`config.mk`:
```
export PLATFORM = sky130hd
export DESIGN_NAME = fir_decim_outbuf
export DESIGN_NICKNAME = d
export VERILOG_FILES = /design/src/rtl/fir_decim_pkg.sv /design/src/rtl/fir_decim_outbuf_fifo.sv /design/src/rtl/fir_decim_outbuf.sv
export SDC_FILE = /design/constraint.sdc
export NUM_CORES = 1
export LEC_CHECK = 0
export ABC_CLOCK_PERIOD_IN_PS = 7300
export BUFFER_PORTS_ARGS = -buffer_cell sky130_fd_sc_hd__buf_2
export CORE_MARGIN = 3
export CORE_UTILIZATION = 55
export DETAILED_ROUTE_END_ITERATION = 12
export HOLD_SLACK_MARGIN = 0.1
export PLACE_DENSITY = 0.74
export SETUP_SLACK_MARGIN = 0.4
export SYNTH_ARGS = -nofsm -noshare
export SYNTH_HDL_FRONTEND = slang
export SYNTH_SLANG_ARGS = --single-unit
```
`constraint.sdc`:
```
create_clock -name clk -period 7.3 [get_ports clk]
set_input_delay 1.095 -clock clk [delete_from_list [all_inputs] [get_ports clk]]
set_output_delay 1.095 -clock clk [all_outputs]
set_load 0.01 [all_outputs]
```
`src/rtl/fir_decim_pkg.sv`:
```
// fir_decim_pkg: shared types, FIFO level width and the saturating gain helper
package fir_decim_pkg;
  typedef enum logic [1:0] {IDLE = 2'd0, FLUSH = 2'd1, RUN = 2'd2} state_t;
  function automatic int lvl_w(input int depth);
    return $clog2(depth) + 1;
  endfunction
  localparam int LVL_W = lvl_w(8);
  // x must already be sign-extended; the result fits in w bits after clamping
  function automatic logic signed [63:0] sat_shift(input logic signed [63:0] x, input int sh, input int w);
    logic signed [63:0] s, mx, mn;
    s = x <<< sh;
    mx = (64'sd1 <<< (w - 1)) - 64'sd1;
    mn = -(64'sd1 <<< (w - 1));
    return s > mx ? mx : s < mn ? mn : s;
  endfunction
endpackage

```
`src/rtl/fir_decim_outbuf_fifo.sv`:
```
// sync_fifo_fwft: first-word-fall-through FIFO with occupancy, full and empty
//   push/din write when not full or when popping in the same cycle
//   pop/dout read the head; dout reads 0 while empty
//   rst is asynchronous active-low and empties the FIFO
module sync_fifo_fwft import fir_decim_pkg::*; #(
  parameter int WIDTH = 16,
  parameter int DEPTH = 8
) (
  input  logic                      clk,
  input  logic                      rst,
  input  logic                      push,
  input  logic [WIDTH-1:0]          din,
  input  logic                      pop,
  output logic [WIDTH-1:0]          dout,
  output logic [lvl_w(DEPTH)-1:0]   level,
  output logic                      full,
  output logic                      empty
);
  localparam int AW = $clog2(DEPTH);
  logic [WIDTH-1:0] mem [DEPTH];
  logic [AW-1:0] wptr, rptr;
  logic wr, rd;
  assign full = level == lvl_w(DEPTH)'(DEPTH);
  assign empty = level == '0;
  assign wr = push && (!full || pop);
  assign rd = pop && !empty;
  assign dout = empty ? '0 : mem[rptr];
  always_ff @(posedge clk or negedge rst)
    if (!rst) begin
      wptr <= '0;
      rptr <= '0;
      level <= '0;
    end else begin
      wptr <= wptr + AW'(wr);
      rptr <= rptr + AW'(rd);
      level <= level + lvl_w(DEPTH)'(wr) - lvl_w(DEPTH)'(rd);
    end
  always_ff @(posedge clk)
    if (wr) mem[wptr] <= din;
endmodule

```
`src/rtl/fir_decim_outbuf.sv`:
```
// fir_decim_outbuf: flushes, decimates and gain-saturates FIR results into a valid/ready stream
//   en, fir_result, fir_done: run enable and FIR sample strobe
//   out_data, out_valid, out_ready, fifo_level: buffered output stream
//   ovf, clr_ovf: sticky overflow flag and its clear; busy: in FLUSH or RUN
//   rst: asynchronous active-low reset
//   FIR_DECIM_DROP_CNT_EN adds drop_cnt, a saturating count of overflow losses
module fir_decim_outbuf import fir_decim_pkg::*; #(
  parameter int DATA_WIDTH = 16,
  parameter int DECIM      = 4,
  parameter int FLUSH_CNT  = 32,
  parameter int GAIN_SHIFT = 0,
  parameter int FIFO_DEPTH = 8
) (
  input  logic                            clk,
  input  logic                            rst,
  input  logic                            en,
  input  logic [DATA_WIDTH-1:0]           fir_result,
  input  logic                            fir_done,
  output logic [DATA_WIDTH-1:0]           out_data,
  output logic                            out_valid,
  input  logic                            out_ready,
  output logic [lvl_w(FIFO_DEPTH)-1:0]    fifo_level,
  output logic                            ovf,
  input  logic                            clr_ovf,
  output logic                            busy
`ifdef FIR_DECIM_DROP_CNT_EN
  , output logic [15:0]                   drop_cnt
`endif
);
  state_t state;
  logic [15:0] flush_cnt;
  logic [7:0] dec_cnt;
  logic stg_vld, keep, full, empty, pop, drop;
  logic [DATA_WIDTH-1:0] stg_data;
  assign keep = state == RUN && fir_done && dec_cnt == '0;
  assign out_valid = !empty;
  assign pop = out_valid && out_ready;
  assign drop = stg_vld && full && !pop;
  always_ff @(posedge clk or negedge rst)
    if (!rst) begin
      state <= IDLE;
      flush_cnt <= '0;
      dec_cnt <= '0;
      busy <= 1'b0;
      stg_vld <= 1'b0;
      stg_data <= '0;
    end else begin
      stg_vld <= keep;
      stg_data <= DATA_WIDTH'(sat_shift(64'(signed'(fir_result)), GAIN_SHIFT, DATA_WIDTH));
      if (!en) begin
        state <= IDLE;
        flush_cnt <= '0;
        dec_cnt <= '0;
        busy <= 1'b0;
      end else case (state)
        IDLE: begin
          state <= FLUSH_CNT == 0 ? RUN : FLUSH;
          dec_cnt <= '0;
          busy <= 1'b1;
        end
        FLUSH: if (fir_done) begin
          state <= flush_cnt == 16'(FLUSH_CNT - 1) ? RUN : FLUSH;
          flush_cnt <= flush_cnt == 16'(FLUSH_CNT - 1) ? '0 : flush_cnt + 16'd1;
          dec_cnt <= '0;
        end
        RUN: if (fir_done) dec_cnt <= dec_cnt == 8'(DECIM - 1) ? '0 : dec_cnt + 8'd1;
        default: begin
          state <= IDLE;
          busy <= 1'b0;
        end
      endcase
    end
  // a drop in the same cycle as clr_ovf keeps the flag set
  always_ff @(posedge clk or negedge rst)
    if (!rst) ovf <= 1'b0;
    else ovf <= drop ? 1'b1 : clr_ovf ? 1'b0 : ovf;
`ifdef FIR_DECIM_DROP_CNT_EN
  always_ff @(posedge clk or negedge rst)
    if (!rst) drop_cnt <= '0;
    else drop_cnt <= drop ? (clr_ovf ? 16'd1 : drop_cnt == 16'hFFFF ? drop_cnt : drop_cnt + 16'd1)
                          : clr_ovf ? '0 : drop_cnt;
`endif
  sync_fifo_fwft #(.WIDTH(DATA_WIDTH), .DEPTH(FIFO_DEPTH)) u_fifo (
    .clk(clk),
    .rst(rst),
    .push(stg_vld),
    .din(stg_data),
    .pop(pop),
    .dout(out_data),
    .level(fifo_level),
    .full(full),
    .empty(empty)
  );
endmodule

```
==> results by group, run 1 <==
Power
  • Tot Pwr: around 2.7 mW
  • Leakage Power: 3.18 nW
  • Clock power share: 0.329
  • Fraction of power consumed by sequential logic: 0.458
  • Max rail drop VDD: 0.163 mV
  • Switching power: approximately 0.73 mW
  • Internal power consumption: 1.96 mW
  • Combinational fraction of design power: 0.213
  • Switching part of the total power: 0.271
  • Total power per unit cell area: about 320 nW/um2

Synthesis
  • Top post-synthesis cells by area: edfxtp_1 (52%), dfrtp_1 (18%), mux4_2 (9.7%)
  • Syn_nets: 500
  • Number of enable flip-flop cells after synthesis: 128
  • Avg Synthesized Cell Area: 16.1 um2
  • Sequential element share of the synthesized area: 0.700
  • Flops & latches, synth: 183
  • Proportion of synthesized flip-flops having asynchronous set or reset: 0.301
  • Leading area contributor after synthesis: edfxtp_1
  • Cells after Synth: 463
  • Synth top area share: 0.516
  • Unique masters post-synth: 41
  • Yosys warnings: 0
  • Commonest register cell after synthesis: edfxtp_1
  • Cell area after synthesis: 7450 um2

Place
  • Count of buffers from port buffering: 44
  • Half-perimeter wire length of the detailed placement result: 8.26 mm
  • Final weighted congestion in routability-driven placement: 0.826
  • Post-Place Cells: 660
  • Placed standard-cell area: 7850 um2

Timing
  • Final clock skew: 0.00499 ns
  • Highest clock rate: 0.273 GHz
  • Smallest hold slack: 0.472 ns
  • Share of the clock period used by the worst path: 0.502
  • Sum of negative setup slack: 0 ns
  • Setup-failing EPs final: 0
  • Worst Tran Pin Value: 1.15 ns
  • Worst slew slack as a fraction of its limit: 0.234
  • Minimum clock period: 3.67 ns
  • Hold Vio Cnt, Final: 0
  • RSZ-0062 raised after global routing: no
  • Max-slew violation count: 0

Detailed routing
  • Via density: a little under 6
  • Wire per inst: slightly below 20 um
  • Number of violations reported at the end of detailed-routing iteration 0: 294
  • First-pass iteration count of the detailed router: 4
  • Count of nets left with antenna violations after detail routing: 0
  • Total Wirelength: between 10 and 15 mm
  • Via count of the routed design: 4001
  • DRC violation count after routing: 0

Clock tree
  • PostCTS Resize Cnt: 0
  • Clock Sink Count: 183
  • Number of buffers added by the clock tree synthesis step: 17
  • Maximum root-to-sink buffer count: 2
  • Root cell of the clock tree: clkbuf_16
  • Number of hold buffers added after cts: 0
  • Depth of the CTS H-tree: 4
  • Clk slew on worst S/H paths: ~0.06 ns
  • Post-CTS repair timing setup buffer count: 0
  • Clock latency of the later-clocked register in the worst-skew pair: 0.43 ns
  • Clock tree from TritonCTS: yes

Final layout
  • Antenna diode instance count: 0
  • Most common cell after layout, fill and taps aside: edfxtp_1
  • Non-filler cells in the finished layout: 692
  • Post-route cell area: 8420 um2
  • Synthesis-to-layout area growth: 13.0%
  • # nets final: 544
  • Ratio of cells with drive above 1 in the final layout: 0.240
  • Most frequent cells in the layout: edfxtp_1 (128), dfrtp_1 (54), nor2_1 (48), buf_2 (44), mux4_2 (32)

GRT
  • Number of global-route vias before repair: roughly 4100
  • Total congestion overflow: 0
  • Number of antenna violations at the first check in global routing: 0
  • GRT Total Usage: 0.197
  • Global-route wire length before repair: 21.5 mm
  • Pin count of the biggest net entering global routing: 56

Run status
  • Status: completed

Worst hold path
  • Worst Hold Class: reg2reg

Worst setup path
  • Arrival time of data at the critical path endpoint: 2.57 ns
  • Worst Setup End Kind: output pin
  • Kind of start point of the critical path: register
  • Crit Path Max Fanout: 18
  • Worst Setup Path Type: reg2out
  • Worst R2R Setup Slack: around 4.5 ns
  • Required time reported for the critical path endpoint: slightly above 6 ns

Floorplan
  • I/O pin total: 45
  • Row count: 41
  • Floorplan Core Area: 12900 um2
  • Effective utilization at floorplan: 0.577
  • Area of the die: 15000 um2
  • Die outline height: 122 um
  • Die W: around 120 um

Flow run
  • Count of maximum capacitance violations: 0
-- area by class of cell --
type / count / area (um2)
clock buffer: 21 / 450
clock inverter: 11 / 124
fill: 930 / 4500
inverter: 14 / 52.6
multi-input combinational: 237 / 2060
sequential: 183 / 5220
tap: 172 / 215
timing repair buffer: 54 / 295
-- per-stage QoR --
stage	util	worst slack [ns]
3_3_place_gp	0.607	4.07
2_1_floorplan	-	4.16
6_report	0.652	3.63
4_1_cts	0.652	3.53
3_5_place_dp	0.607	4.04
5_1_grt	0.652	3.40
-- power groups by stage --
stage / Sequential [mW] / Combinational, mW / Clock [mW]
global placement: 1.25 / 0.568 / 0
CTS: 1.23 / 0.589 / 0.903
finish: 1.23 / 0.572 / 0.886
detailed placement: 1.25 / 0.583 / 0
global route: 1.24 / 0.629 / 0.947
floorplan: 1.19 / 0.475 / 0
-- critical path, stage by stage (launching register included) --
cell and delay [ns]:
dfrtp_2 0.72, buf_4 0.45, mux4_2 0.56, mux2i_1 0.17, nor2_1 0.07, buf_2 0.17
-- cell families after synthesis --
logic type                 Yosys count  synth area share
adders and majority gates           15            0.0262
xor gates and xnor gates            14            0.0165
AOI/OAI and AO/OA                   40            0.0346
muxes                               51             0.122
DFF                                183             0.700
and+or+nand+nor                    117            0.0752
buffers and inverters               43            0.0248
-- sequential cells by signal, indices dropped and copies added (netlist names) --
| signal | count |
|---|---|
| busy | 1 |
| dec_cnt | 8 |
| flush_cnt | 16 |
| ovf | 1 |
| state | 2 |
| stg_data | 16 |
| stg_vld | 1 |
| u_fifo.level | 4 |
| u_fifo.mem | 128 |
| u_fifo.rptr | 3 |
| u_fifo.wptr | 3 |
-- synth_stat cells (all sizes together) (2+ instances only) --
library cell,n
clkbuf,18
a21oi,7
o21ai,15
ha,14
nor2,49
buf,11
mux4,32
and4,3
nor4,2
nand2b,6
xor2,13
mux2i,18
nand4,10
nand2,25
and2,2
and3,8
dfrtp,55
nand3,7
a21boi,2
a31oi,7
a21o,2
edfxtp,128
inv,14
nor3,5
-- path summary, 6_finish.rpt --
kind,startpoint,to,depth (start not counted)
max in group asynchronous,rst,u_fifo.rptr[0],2
min in group asynchronous,rst,flush_cnt[7],2
worst max register to register,u_fifo.level[1],u_fifo.level[2],8
worst min-delay path,dec_cnt[7],dec_cnt[7],1
worst max-delay path,u_fifo.rptr[0],out_data[6],5
worst min register to register,dec_cnt[7],dec_cnt[7],1
-- metal layers --
metal,share of wire,global-route usage
met1,0.42,0.250
met2,0.52,0.327
met3,0.048,0.0516
met4,0.016,0.0763
met5,0,0
(Power assumes the default switching activity.)
==> run 2: changes to the inputs <==
--- a/config.mk
+++ b/config.mk
@@ -5,7 +5,8 @@
 export SDC_FILE = /design/constraint.sdc
 export NUM_CORES = 1
 export LEC_CHECK = 0
-export ABC_CLOCK_PERIOD_IN_PS = 7300
+export ABC_AREA = 1
+export ABC_CLOCK_PERIOD_IN_PS = 3650
 export BUFFER_PORTS_ARGS = -buffer_cell sky130_fd_sc_hd__buf_2
 export CORE_MARGIN = 3
 export CORE_UTILIZATION = 55
==> constraint.sdc (replaced) <==
create_clock -name clk -period 3.65 [get_ports clk]
set_input_delay 0.5475 -clock clk [delete_from_list [all_inputs] [get_ports clk]]
set_output_delay 0.5475 -clock clk [all_outputs]
set_load 0.01 [all_outputs]
==> run 2 against run 1 <==
Effect of this change: largest cell class unchanged; sequential share of layout area fell by 2.2 points; wire length rose by 19%; power rose by 110%; largest power group unchanged; clock power rose by 92%.
==> results by group, run 2 <==
GRT
  • GRT Total Usage: 0.213 (+0.0159)
  • Global-route wire length before repair: 26.3 mm (+22%)
  • Number of antenna violations at the first check in global routing: 0 (unchanged)
  • Total congestion overflow: 0 (unchanged)
  • Number of global-route vias before repair: 5323 (+31%)
  • Pin count of the biggest net entering global routing: 66 (+18%)

Synthesis
  • Unique masters post-synth: 32 (-22%)
  • Top post-synthesis cells by area: edfxtp_1 (49%), dfrtp_1 (18%), nor2_1 (7.9%)
  • Avg Synthesized Cell Area: 10.8 um2 (-33%)
  • Flops & latches, synth: 183 (unchanged)
  • Count leader, synth: nor2_1
  • Adder and majority gate portion of the synthesized area: 0.0250 (-0.00119)
  • Proportion of synthesized flip-flops having asynchronous set or reset: 0.301 (unchanged)
  • Number of enable flip-flop cells after synthesis: 128 (unchanged)
  • Sequential element share of the synthesized area: 0.668 (-0.0319)
  • Syn_nets: 762 (+52%)
  • Cells after Synth: 725 (+57%)
  • Commonest register cell after synthesis: edfxtp_1
  • Post-synthesis share of cell area spent on xor and xnor gates: 0.00897 (-0.00748)
  • Yosys warnings: 0 (unchanged)
  • Most frequent cells after synthesis: nor2_1 (165), edfxtp_1 (128), nand2_1 (98)
  • Synth top area share: 0.492 (-0.0235)
  • Simple-gate area share of the yosys netlist: 0.159 (+0.0834)
  • Leading area contributor after synthesis: edfxtp_1
  • Multiplexer share of the synthesized area: 0.00144 (-0.121)
  • Share of the synthesized area in compound gates (AO/OA/AOI/OAI): 0.0886 (+0.0540)
  • Largest family of logic cells by synthesized area: simple AND/OR/NAND/NOR gates
  • Cell area after synthesis: 7810 um2 (+4.8%)

Worst setup path
  • Cell with the largest stage delay on the worst path: inv_2
  • Arrival time of data at the critical path endpoint: 2.27 ns (-0.30 ns)
  • Top Family by Delay on Critical Path: buffers and inverters
  • Worst path depth: 7 (+2)
  • Last element of the critical path: out_data[13]
  • Worst R2R Setup Slack: 1.33 ns (-3.21 ns)
  • Worst Setup End Kind: output pin
  • Worst reg2reg path startpoint: u_fifo.level[2]
  • Crit path largest cell delay: 0.47 ns (-0.25 ns)
  • Number of cells traversed by the worst register-to-register path: 8 (unchanged)
  • Number of buffers and inverters on the critical path: 3 (+1)
  • Worst reg2reg path endpoint: u_fifo.mem[2][5]
  • Worst Setup Path Type: reg2out
  • Top cell by count, worst path: nor2_1
  • Cells along the critical path: inv_2 -> buf_4 -> o21ai_0 -> o22ai_1 -> nor2_1 -> nor2_1 -> buf_2
  • Critical path origin: u_fifo.rptr[0]
  • Required time reported for the critical path endpoint: 3.10 ns (-3.10 ns)
  • Kind of start point of the critical path: register
  • Crit Path Max Fanout: 37 (+19)

Timing
  • Minimum clock period: 2.82 ns
  • Final worst setup slack: 0.834 ns (-2.80 ns)
  • Setup-failing EPs final: 0 (unchanged)
  • Highest clock rate: 0.355 GHz
  • Sum of negative setup slack: 0 ns (unchanged)
  • Worst slew slack as a fraction of its limit: 0.365 (+0.131)
  • Max-slew violation count: 0 (unchanged)
  • Worst Tran Pin Value: 0.952 ns (-0.197 ns)
  • Share of the clock period used by the worst path: 0.771
  • Final clock skew: 0.00984 ns (+0.00485 ns)
  • RSZ-0062 raised after global routing: no
  • Hold Vio Cnt, Final: 0 (unchanged)

Final layout
  • # nets final: 800 (+47%)
  • Most frequent cells in the layout: nor2_1 (165), edfxtp_1 (128), nand2_1 (98), o21ai_0 (68), dfrtp_1 (55)
  • Filler Cells Inserted: 1032 (+11%)
  • Ratio of cells with drive above 1 in the final layout: 0.129 (-0.112)
  • Biggest register: u_fifo.mem
  • Synthesis-to-layout area growth: 11.9%
  • Finished Core Util: 0.644 (-0.00714)
  • Most common cell after layout, fill and taps aside: nor2_1
  • Multi-input combinational cell area: 2210 um2 (+6.9%)
  • Area taken by flip-flops and latches: 5220 um2 (about the same)
  • Flip-flop count of the largest register, all copies and words added: 128 (unchanged)
  • Antenna diode instance count: 0 (unchanged)
  • Largest registers: u_fifo.mem x128, flush_cnt x16, stg_data x16

Clock tree
  • Depth of the CTS H-tree: 4 (unchanged)
  • Clock Sink Count: 183 (unchanged)
  • Root cell of the clock tree: clkbuf_16
  • Maximum root-to-sink buffer count: 2 (unchanged)
  • Number of hold buffers added after cts: 0 (unchanged)
  • Post-CTS repair timing setup buffer count: 0 (unchanged)
  • PostCTS Resize Cnt: 0 (unchanged)
  • Clock latency of the later-clocked register in the worst-skew pair: 0.42 ns (about the same)
  • Clock tree from TritonCTS: yes
  • Clk slew on worst S/H paths: 0.06 ns (about the same)
  • Number of buffers added by the clock tree synthesis step: 17 (unchanged)

Floorplan
  • Die W: 125 um (+2.2%)
  • Area of the die: 15700 um2 (+4.5%)
  • Die outline height: 125 um (+2.2%)
  • Row count: 42 (+2.4%)
  • I/O pin total: 45 (unchanged)
  • Floorplan Core Area: 13600 um2 (+4.9%)
  • Effective utilization at floorplan: 0.576 (-0.000608)

Place
  • Half-perimeter wire length of the detailed placement result: 10.1 mm (+22%)
  • Final weighted congestion in routability-driven placement: 0.871 (+5.5%)
  • Pre-CTS setup slack: 1.29 ns (-2.75 ns)
  • Count of buffers from port buffering: 44 (unchanged)

Detailed routing
  • DRC violation count after routing: 0 (unchanged)
  • Number of violations reported at the end of detailed-routing iteration 0: 465 (+58%)
  • Total Wirelength: 16.0 mm (+19%)
  • Via count of the routed design: 5301 (+32%)
  • First-pass iteration count of the detailed router: 5 (+1)
  • Wire per inst: 16.8 um (-14%)
  • Via density: 5.57 (-3.7%)
  • Count of nets left with antenna violations after detail routing: 0 (unchanged)

Power
  • Tot Pwr: 5.68 mW (+110%)
  • Max rail drop VDD: 0.293 mV (+80%)
  • Total power per unit cell area: 650 nW/um2 (+100%)
  • Leakage Power: 3.44 nW (+8.2%)

Flow run
  • Count of maximum capacitance violations: 0 (unchanged)

Worst hold path
  • Worst Hold Class: in2reg

Run status
  • Status: completed
==> run 2: changes by cell type after synthesis, moves of 8 or more <==
cell / before / now
and3_1: 8 / 0
inv_1: 14 / 38
mux2i_1: 18 / 0
mux4_2: 32 / 0
nand2_1: 25 / 98
nand3_1: 7 / 30
nor2_1: 48 / 165
o211ai_1: 0 / 16
o21ai_0: 11 / 68
o22ai_1: 0 / 16
==> run 2: through the flow <==
stage,instances,hold WS (ns),cell area (um2)
6_report,952,0.225,8740
5_1_grt,952,0.204,8740
4_1_cts,952,0.206,8740
3_5_place_dp,920,0.507,8180
3_3_place_gp,920,0.486,8180
2_1_floorplan,725,0.252,7810
==> run 2: how the worst min path moves through the flow <==
stage                             start            end  slack (ns)  depth (start not counted)
after detailed placement       state[0]       state[0]        0.51                          2
final                     fir_result[6]    stg_data[6]        0.23                          1
after global placement    flush_cnt[15]  flush_cnt[15]        0.49                          2
after CTS                 fir_result[6]    stg_data[6]        0.21                          1
after global routing      fir_result[5]    stg_data[5]        0.20                          1
after floorplan                     rst           busy        0.25                          0
==> run 2: cell type report <==
type / instances / share of cell area
repair buffers: 64 / 0.0438
multi-input cells: 456 / 0.253
well taps: 176 / 0.0252
inverters: 41 / 0.0176
flip-flops and latches: 183 / 0.597
clock buffers: 23 / 0.0547
clock inverters: 9 / 0.00859
==> run 2: cells by family (layout without fill, tap and decap cells) <==
group / Yosys count / in the layout
buf+inv: 86 / 137
fa+ha+maj: 15 / 15
mux: 1 / 1
flops: 183 / 183
xor+xnor: 8 / 8
simple gates: 309 / 309
compound gates: 123 / 123
==> run 2: worst reg2reg max path, stage by stage, from the launching register on <==
cell	delay, ns
dfrtp_1	0.34
inv_1	0.07
ha_1	0.20
nand3_1	0.11
nand2_1	0.10
a21boi_1	0.29
nand2_1	0.17
nor2_1	0.40
buf_4	0.31
==> run 2: layer usage <==
metal	wire, um	track usage	up-vias
met2	8130	0.356	143
met3	748	0.0448	28
li1	-	-	2545
met5	0	0	-
met1	6800	0.270	2585
met4	319	0.0938	0
==> run 2: where the power goes <==
| part | total (mW) | switching (mW) | internal, mW | leakage [nW] |
|---|---|---|---|---|
| clock network | 1.70 | 0.714 | 0.985 | 0.266 |
| registers | 2.35 | 0.0741 | 2.28 | 1.86 |
| logic | 1.62 | 1.06 | 0.563 | 1.31 |
| total | 5.68 | 1.85 | 3.83 | 3.44 |
==> run 3: changes to the inputs <==
--- a/config.mk
+++ b/config.mk
@@ -6,7 +6,7 @@
 export NUM_CORES = 1
 export LEC_CHECK = 0
 export ABC_AREA = 1
-export ABC_CLOCK_PERIOD_IN_PS = 3650
+export ABC_CLOCK_PERIOD_IN_PS = 2700
 export BUFFER_PORTS_ARGS = -buffer_cell sky130_fd_sc_hd__buf_2
 export CORE_MARGIN = 3
 export CORE_UTILIZATION = 55
==> constraint.sdc (replaced) <==
create_clock -name clk -period 2.7 [get_ports clk]
set_input_delay 0.405 -clock clk [delete_from_list [all_inputs] [get_ports clk]]
set_output_delay 0.405 -clock clk [all_outputs]
set_load 0.01 [all_outputs]
==> run 3 against run 2 <==
Effect of this change: core utilization grew 3.7 points; first-iteration DRC count up 1.3%; non-clock buffer count rose by 30; power rose by 50%; die area is the same; clock power is 45% higher; cell count grew 3.4%; register-to-register slack got worse by 0.81 ns; count of clock-buffer cells in the layout down 2; largest cell class unchanged; largest power group unchanged.
==> results by group, run 3 (synthesis gave the netlist of run 2 again) <==
Run status
  • Status: completed

Place
  • Final weighted congestion in routability-driven placement: 0.851 (-2.2%)
  • Placed standard-cell area: 8180 um2 (about the same)
  • Count of buffers from port buffering: 44 (unchanged)
  • Half-perimeter wire length of the detailed placement result: 10.1 mm (about the same)
  • Post-Place Cells: 919 (-0.11%)

Detailed routing
  • Count of nets left with antenna violations after detail routing: 0 (unchanged)
  • Wire per inst: 17.9 um (+6.4%)
  • First-pass iteration count of the detailed router: 5 (unchanged)
  • Via count of the routed design: 5653 (+6.6%)
  • Total Wirelength: 17.6 mm (+9.9%)
  • Number of violations reported at the end of detailed-routing iteration 0: 471 (+1.3%)
  • DRC violation count after routing: 0 (unchanged)
  • Via density: 5.74 (+3.2%)

Worst setup path
  • Worst R2R Setup Slack: 0.52 ns (-0.81 ns)
  • Worst Setup Path Type: reg2out
  • Crit Path Max Fanout: 15 (-59%)
  • Cell with the largest stage delay on the worst path: dfrtp_2
  • Number of cells traversed by the worst register-to-register path: 8 (unchanged)
  • Crit path largest cell delay: 0.49 ns (+0.02 ns)
  • Worst reg2reg path endpoint: u_fifo.mem[5][9]
  • Required time reported for the critical path endpoint: 2.30 ns (-0.80 ns)
  • Kind of start point of the critical path: register
  • Cells along the critical path: buf_12 -> buf_4 -> o21ai_0 -> o22ai_1 -> nor2_1 -> nor2_1 -> buf_2
  • Worst reg2reg path startpoint: u_fifo.level[2]
  • Worst Setup End Kind: output pin
  • Top cell by count, worst path: nor2_1
  • Arrival time of data at the critical path endpoint: 1.91 ns (-0.36 ns)

Clock tree
  • Clock tree from TritonCTS: yes
  • Clock Sink Count: 183 (unchanged)
  • Maximum root-to-sink buffer count: 2 (unchanged)
  • Clk slew on worst S/H paths: 0.06 ns (about the same)
  • Clock latency of the later-clocked register in the worst-skew pair: 0.43 ns (about the same)
  • Root cell of the clock tree: clkbuf_16
  • Number of buffers added by the clock tree synthesis step: 17 (unchanged)
  • Depth of the CTS H-tree: 4 (unchanged)

Flow run
  • Count of maximum capacitance violations: 0 (unchanged)

Floorplan
  • Floorplan Core Area: 13600 um2 (unchanged)
  • Die W: 125 um (unchanged)
  • Die outline height: 125 um (unchanged)
  • Area of the die: 15700 um2 (unchanged)
  • I/O pin total: 45 (unchanged)
  • Row count: 42 (unchanged)
  • Effective utilization at floorplan: 0.576 (unchanged)

Power
  • Tot Pwr: 8.50 mW (+50%)
  • Leakage Power: 3.65 nW (+6.2%)
  • Max rail drop VDD: 0.435 mV (+49%)
  • Total power per unit cell area: 921 nW/um2 (+42%)

Final layout
  • Ratio of cells with drive above 1 in the final layout: 0.157 (+0.0283)
  • Non-filler cells in the finished layout: 984 (+3.4%)
  • Largest registers: u_fifo.mem x128, flush_cnt x16, stg_data x16
  • # nets final: 832 (+4.0%)
  • Most common cell after layout, fill and taps aside: nor2_1
  • Most frequent cells in the layout: nor2_1 (159), edfxtp_1 (128), nand2_1 (98), o21ai_0 (57), dfrtp_1 (52)
  • Post-route cell area: 9230 um2 (+5.7%)
  • Biggest register: u_fifo.mem
  • Synthesis-to-layout area growth: 18.3%
  • Antenna diode instance count: 0 (unchanged)
  • Flip-flop count of the largest register, all copies and words added: 128 (unchanged)
  • Finished Core Util: 0.681 (+0.0366)

Timing
  • RSZ-0062 raised after global routing: yes
  • Highest clock rate: 0.431 GHz
  • Share of the clock period used by the worst path: 0.859
  • Final clock skew: 0.00771 ns (-0.00214 ns)
  • Minimum clock period: 2.32 ns
  • Sum of negative setup slack: 0 ns (unchanged)
  • Hold Vio Cnt, Final: 0 (unchanged)
  • Max-slew violation count: 0 (unchanged)
  • Worst slew slack as a fraction of its limit: 0.494 (+0.129)
  • Worst Tran Pin Value: 0.759 ns (-0.194 ns)
  • Setup-failing EPs final: 0 (unchanged)

Worst hold path
  • Worst Hold Class: in2async

GRT
  • Pin count of the biggest net entering global routing: 56 (-15%)
  • Number of antenna violations at the first check in global routing: 0 (unchanged)
  • Total congestion overflow: 0 (unchanged)
  • GRT Total Usage: 0.216 (+0.00343)
  • Global-route wire length before repair: 26.7 mm (+1.6%)
  • Number of global-route vias before repair: 5388 (+1.2%)
run 3: changes by cell type in the layout (fill, tap and decap cells not counted), sizes merged:
| cell | before | now |
|---|---|---|
| dlygate4sd3 | 0 | 16 |
| buf | 64 | 75 |
| bufinv | 1 | 3 |
| clkinvlp | 2 | 4 |
| clkbuf | 23 | 24 |
run 3: final cells by class:
cell class	count	area, um2
clock buffers	21	450
repair buffers	94	801
clock inverters	11	131
fillers	959	4320
flip-flops and latches	183	5220
multi-input cells	456	2230
well taps	176	220
inverters	41	165
repair inverters	2	13.8
run 3: worst max path at each step:
stage | end | from | cells after the start
final | out_data[10] | u_fifo.rptr[0] | 7
after global routing | out_data[10] | u_fifo.rptr[0] | 7
after detailed placement | out_data[14] | u_fifo.rptr[1] | 6
after floorplan | u_fifo.mem[0][0] | u_fifo.level[2] | 7
after CTS | out_data[0] | u_fifo.rptr[0] | 7
after global placement | out_data[14] | u_fifo.rptr[1] | 6
run 3: repair_timing:
action                                  4_1_cts  5_1_grt
endpoints found under the setup margin       16       16
pin swaps                                     1        6
hold buffers                                 16        0
gates cloned                                  2        5
buffers inserted                              2        8
hold endpoints to repair                     16        0
gates resized for setup                      12       33
run 3: routing by layer:
layer  global-route usage  up-vias  wire length [um]
met5                    0        -                 0
met4               0.0874        0               402
met3               0.0409       35              1120
met2                0.367      239              9030
met1                0.276     2769              7040
li1                     -     2610                 -
run 3: critical path: cells and delay by family (launching register included):
family	cells	cell delay, ns
buffers and inverters	3	0.45
and+or+nand+nor	2	0.16
DFF	1	0.49
AOI/OAI and AO/OA	2	0.38
run 3: metrics by stage:
stage               hold slack [ns]  worst slack [ns]
finish                        0.126             0.381
global route                  0.176             0.265
CTS                           0.149             0.414
detailed placement            0.498             0.585
global placement              0.484             0.596
floorplan                     0.109             0.420
run 3: report_power, final:
part	total (mW)	leakage (nW)	internal (mW)	switching, mW
Clock	2.46	0.279	1.47	0.992
Combinational	2.81	1.51	1.19	1.62
Sequential	3.24	1.86	3.09	0.149
